## src/rtl/mux_sel_pipe.sv

```systemverilog
// Pipelined N:1 word selector with valid/ready on both sides.
// The selected word is captured into a two-entry elastic buffer (head + skid).
module mux_sel_pipe #(
    parameter int WIDTH        = 32,
    parameter int NUM_OPTS     = 32,
    parameter int SEL_W        = 5,
    parameter int ZERO_INVALID = 0
) (
    input  logic                      clock,
    input  logic                      reset_n,
    input  logic                      in_valid,
    output logic                      in_ready,
    input  logic [SEL_W-1:0]          in_sel,
    input  logic [NUM_OPTS*WIDTH-1:0] in_opts,
    output logic                      out_valid,
    input  logic                      out_ready,
    output logic [WIDTH-1:0]          out_data,
    output logic [SEL_W-1:0]          out_sel,
    output logic                      out_err
);

    generate
        if (NUM_OPTS < 2 || NUM_OPTS > 256 || (2 ** SEL_W) < NUM_OPTS) begin : g_bad_params
            $error("mux_sel_pipe: NUM_OPTS must be 2..256 and fit in SEL_W bits");
        end
    endgenerate

    typedef enum logic [1:0] {
        S_EMPTY,
        S_ONE,
        S_TWO
    } state_t;

    state_t             r_state;
    logic               r_in_ready;
    logic               r_out_valid;
    logic [WIDTH-1:0]   r_head_data;
    logic [SEL_W-1:0]   r_head_sel;
    logic               r_head_err;
    logic [WIDTH-1:0]   r_skid_data;
    logic [SEL_W-1:0]   r_skid_sel;
    logic               r_skid_err;

    logic [WIDTH-1:0]   w_sel_data;
    logic               w_sel_err;
    logic               w_accept;
    logic               w_drain;
    logic               w_blank;

    // NOTE: defaults before the loop keep this purely combinational (no latch).
    always_comb begin
        w_sel_data = '0;
        w_sel_err  = (int'(in_sel) >= NUM_OPTS);
        for (int k = 0; k < NUM_OPTS; k++) begin
            if (int'(in_sel) == k) begin
                w_sel_data = in_opts[k*WIDTH +: WIDTH];
            end
        end
    end

    assign w_accept = in_valid && r_in_ready;
    assign w_drain  = r_out_valid && out_ready;

    // NOTE: all state uses non-blocking assignments so every register sees pre-edge values.
    always_ff @(posedge clock) begin
        if (!reset_n) begin
            r_state     <= S_EMPTY;
            r_in_ready  <= 1'b0;
            r_out_valid <= 1'b0;
            r_head_data <= '0;
            r_head_sel  <= '0;
            r_head_err  <= 1'b0;
            r_skid_data <= '0;
            r_skid_sel  <= '0;
            r_skid_err  <= 1'b0;
        end else begin
            case (r_state)
                S_EMPTY: begin
                    r_in_ready <= 1'b1;
                    if (w_accept) begin
                        r_head_data <= w_sel_data;
                        r_head_sel  <= in_sel;
                        r_head_err  <= w_sel_err;
                        r_out_valid <= 1'b1;
                        r_state     <= S_ONE;
                    end
                end
                S_ONE: begin
                    case ({w_accept, w_drain})
                        2'b11: begin
                            r_head_data <= w_sel_data;
                            r_head_sel  <= in_sel;
                            r_head_err  <= w_sel_err;
                        end
                        2'b10: begin
                            r_skid_data <= w_sel_data;
                            r_skid_sel  <= in_sel;
                            r_skid_err  <= w_sel_err;
                            r_in_ready  <= 1'b0;
                            r_state     <= S_TWO;
                        end
                        2'b01: begin
                            r_out_valid <= 1'b0;
                            r_state     <= S_EMPTY;
                        end
                        default: ;
                    endcase
                end
                S_TWO: begin
                    if (w_drain) begin
                        r_head_data <= r_skid_data;
                        r_head_sel  <= r_skid_sel;
                        r_head_err  <= r_skid_err;
                        r_in_ready  <= 1'b1;
                        r_state     <= S_ONE;
                    end
                end
                default: begin
                    r_in_ready  <= 1'b0;
                    r_out_valid <= 1'b0;
                    r_state     <= S_EMPTY;
                end
            endcase
        end
    end

    // Blank the result fields while idle only when configured to do so.
    assign w_blank   = (ZERO_INVALID != 0) && !r_out_valid;
    assign in_ready  = r_in_ready;
    assign out_valid = r_out_valid;
    assign out_data  = w_blank ? '0 : r_head_data;
    assign out_sel   = w_blank ? '0 : r_head_sel;
    assign out_err   = w_blank ? 1'b0 : r_head_err;

endmodule

```

## config.mk

```make
export PLATFORM = sky130hd
export DESIGN_NAME = mux_sel_pipe
export DESIGN_NICKNAME = d
export VERILOG_FILES = /design/src/rtl/mux_sel_pipe.sv
export SDC_FILE = /design/constraint.sdc
export NUM_CORES = 1
export LEC_CHECK = 0
export CAP_MARGIN = 20
export CORE_AREA = 8 8 416 418
export DETAILED_ROUTE_END_ITERATION = 16
export DIE_AREA = 0 0 424 426
export GPL_ROUTABILITY_DRIVEN = 0
export GPL_TIMING_DRIVEN = 0
export PLACE_DENSITY_LB_ADDON = 0.15
export SLEW_MARGIN = 5
export SYNTH_ARGS = -nofsm -noshare
export SYNTH_HDL_FRONTEND = slang
export SYNTH_SLANG_ARGS = --single-unit
export TNS_END_PERCENT = 1
```

## constraint.sdc

```tcl
create_clock -name clock -period 2.8 [get_ports clock]
set_input_delay 0.56 -clock clock [delete_from_list [all_inputs] [get_ports clock]]
set_output_delay 0.56 -clock clock [all_outputs]
set_load 0.02 [all_outputs]
```

==> metrics.md <==
| Metric | Value |
|---|---|
| Status | finished with violations |
| Failing checks | negative setup slack |
| Cell taking the most area after synthesis | dfxtp_1 |
| DR vias/cell | 4.47 |
| WL/cell | 46.8 um |
| Fill cells | 18,900 |
| Finished Cell Area | 0.0304 mm2 |
| CTS tree | built |
| Ys async rst share | 0% |
| Total gr overflow | 0 |
| DRC | 0 |
| Vias in the first global route | 23,400 |
| Sw frac | 43.6% |
| Startpoint types | input pin |
| Antenna viol nets, final | 0 |
| Setup crit end kind | flop |
| Clock Skew | 0.0141 ns |
| Sequential Power Share | 16.0% |
| Pwr Density | 246 mW/mm2 |
| Combinational power share | 67.2% |
| Ports | 1,073 |
| Kind of critical path | input pin to flop |
| Total Routed Length | 245,000 um |
| Pre-CTS setup slack | -2.96 ns |
| CP max FO | 10 |
| HPWL after DPL | 210,000 um |
| Fraction of layout cells with a size suffix above 1 | 19.6% |
| Total GRT Usage | 25.5% |
| Leak | 10.2 nW |
| Met2 WL post-DR | 118,000 um |
| Global-route wire length before repair | 295,000 um |
| VDD IR max | 0.274 mV |
| Site Rows | 150 |
| WL met1 | 99,400 um |
| Htree depth | 3 |
| Final Setup Violations | 16 |
| Library cells used by synthesis | 96 |
| Initial core utilization | 7.72% |
| Clock Latency Late Sink | 0.37 ns |
| Fraction of power consumed by the clock network | 16.8% |
| Via count | 23,400 |
| Clk root buf | clkbuf_16 |
| Mapped Cells | 1,793 |
| DP Area | 0.0268 mm2 |
| P&R area growth vs syn | 137% |
| Pins Over Slew Limit | 0 |
| Storage element area | 0.00156 mm2 |
| Post-layout min period | 2.96 ns |
| Final Cycle Share | 106% |
| Clock tree buffer depth | 2 |
| Hold wc startpoint | out_data[11] |
| WHS | 0.456 ns |
| Maximum clock rate | 338 MHz |
| Die W | 424 um |
| Post-Syn Nets | 2,826 |
| R2r startpoint | r_state[0] |
| Core outline area | 0.166 mm2 |
| Rel. slew slack | 25.2% |
| Unrepaired setup endpoints after global routing | yes |
| Synth Area per Inst | 7.16 um2 |
| Max layer used | met5 |
| CTS buffer count | 9 |
| NetSw | 0.00325 W |
| Clock-pin slew on the worst setup and hold paths | 0.07 ns |
| Fin worst setup slack | -0.159 ns |
| Largest net degree at the start of global routing | 14 |
| Metal3 WL | 16,800 um |
| Arrival time at the worst endpoint | 3.24 ns |
| Crit path launch | in_sel[2] |
| Buffers on Ports | 1,069 |
| WP data required | 3.09 ns |
| Pre-antenna DRT Iters | 6 |
| Slew @ Worst Pin | 1.12 ns |
| Multi-input gate area | 0.0117 mm2 |
| Nets@finish | 4,000 |
| Starting DRT DRC Count | 2,378 |
| Area of the die | 0.181 mm2 |
| Die Y | 426 um |
| Sequential share of the synthesized area | 12.2% |
| Max cap viols | 0 |
| Register bit total from synthesis | 78 |
| Setup TNS | -1.09 ns |
| Initial antenna violation count | 124 |
| Mapped Area | 0.0128 mm2 |
| Final Hold Vio Count | 0 |
| Top post-synthesis cells by area | dfxtp_1 (12%), a21oi_1 (6.9%), mux2i_1 (6.1%) |
| Internal power | 0.00421 W |
| Post-synth EDFFs | 0 |
| Top cell type's share of synthesized area | 12.2% |
| Worst hold path type | flop to flop |
| Synth warn | 0 |
| Most used DFF post-synth | dfxtp_1 |
| # clock sinks | 78 |
[through the flow]
stage,cells,total power [W],util (%)
final,5232,0.00747,18.3
after global routing,5205,0.00767,18.2
after CTS,5160,0.00742,17.9
after detailed placement,5100,0.00567,16.1
after global placement,5066,0.00562,15.8
after floorplan,1793,0.00243,-
[registers in the layout, indices dropped and copies added (netlist names)]
signal / count
in_ready: 1
out_data: 32
out_sel: 5
out_valid: 1
r_skid_data: 32
r_skid_sel: 5
r_state: 2
[synthesized netlist by cell type, types with 12 or more instances]
library cell	n
o22a_1	18
a211oi_1	22
o31ai_1	13
o21ai_0	127
inv_1	17
mux2_2	36
a21o_1	25
mux4_2	15
o2111ai_1	17
o2bb2ai_1	20
a21oi_1	178
a31oi_1	26
o21ai_1	13
o221ai_1	31
a22oi_1	73
buf_6	16
a221oi_1	40
nor3_1	52
a221o_1	15
nand2_1	104
nand3_1	55
nand4_1	18
nor2b_1	12
o211ai_1	29
dfxtp_1	78
o22ai_1	101
buf_4	29
clkbuf_1	61
mux2i_1	78
nand2b_1	15
buf_2	80
or3_1	30
nor2_1	126
[cells in the final DEF (no fill, tap or decap), types with 18 or more instances in the layout]
cell and instances:
a21o_1 25, a21oi_1 163, a221oi_1 18, a22oi_1 66, buf_12 35, buf_4 90
buf_6 53, buf_8 29, clkdlybuf4s50_1 1066, dfxtp_1 78, diode_2 57, mux2_2 36
mux2i_1 68, nand2_1 88, nand3_1 50, nand4_1 18, nor2_1 103, nor3_1 38
o211ai_1 29, o21ai_0 119, o221ai_1 24, o22a_1 18, o22ai_1 94, o2bb2ai_1 19
or3_1 30
[power by group through the flow]
stage | registers [W] | clock network, W | logic (W)
floorplan | 0.00125 | 0 | 0.00118
CTS | 0.00120 | 0.00127 | 0.00495
finish | 0.00120 | 0.00125 | 0.00501
global route | 0.00120 | 0.00132 | 0.00515
global placement | 0.00122 | 0 | 0.00440
detailed placement | 0.00122 | 0 | 0.00445
[area by class of cell]
class / instances / area share, %
Inverter: 19 / 0.243
Antenna cell: 57 / 0.469
Clock buffer: 9 / 0.741
Buffer: 187 / 6.78
Clock inverter: 6 / 0.206
Tap cell: 2204 / 9.07
Multi-Input combinational cell: 1506 / 38.6
Sequential cell: 78 / 5.14
Timing Repair Buffer: 1166 / 38.8
[worst paths after layout]
path | end | cells after the start | slack, ns
max | r_skid_data[21] | 10 | -0.16
min reg2reg | out_data[11] | 2 | 0.46
max reg2reg | out_data[24] | 7 | 0.15
min | out_data[11] | 2 | 0.46
[critical path, cell delays in order]
cell and delay (ns):
buf_2 0.15, buf_6 0.15, buf_4 0.19, nor2_1 0.66, a22oi_1 0.34, and4_1 0.28, o211a_2 0.23, a2111oi_2 0.35
nor4_2 0.14, a21oi_1 0.17
[cell families after synthesis]
family                 count (synthesis)  share of synthesized area, %
AOI/OAI and AO/OA                    857                          45.8
buffers and inverters                209                          8.68
DFF                                   78                          12.2
muxes                                129                          11.9
other                                  1                        0.0292
and+or+nand+nor                      519                          21.5
[metal layers]
metal	GRT usage [%]	vias up
met5	0	-
met4	9.72	56
met3	5.91	341
met2	43.8	1389
met1	31.0	11900
li1	-	9676
[timing repair]
item,in CTS,in global routing
resized for setup,546,89
gates cloned,1,1
setup buffers,46,15
hold buffers,0,0
pin swaps,59,26
setup endpoints to repair,72,73
Note: power is estimated with default switching activity, not from simulation.
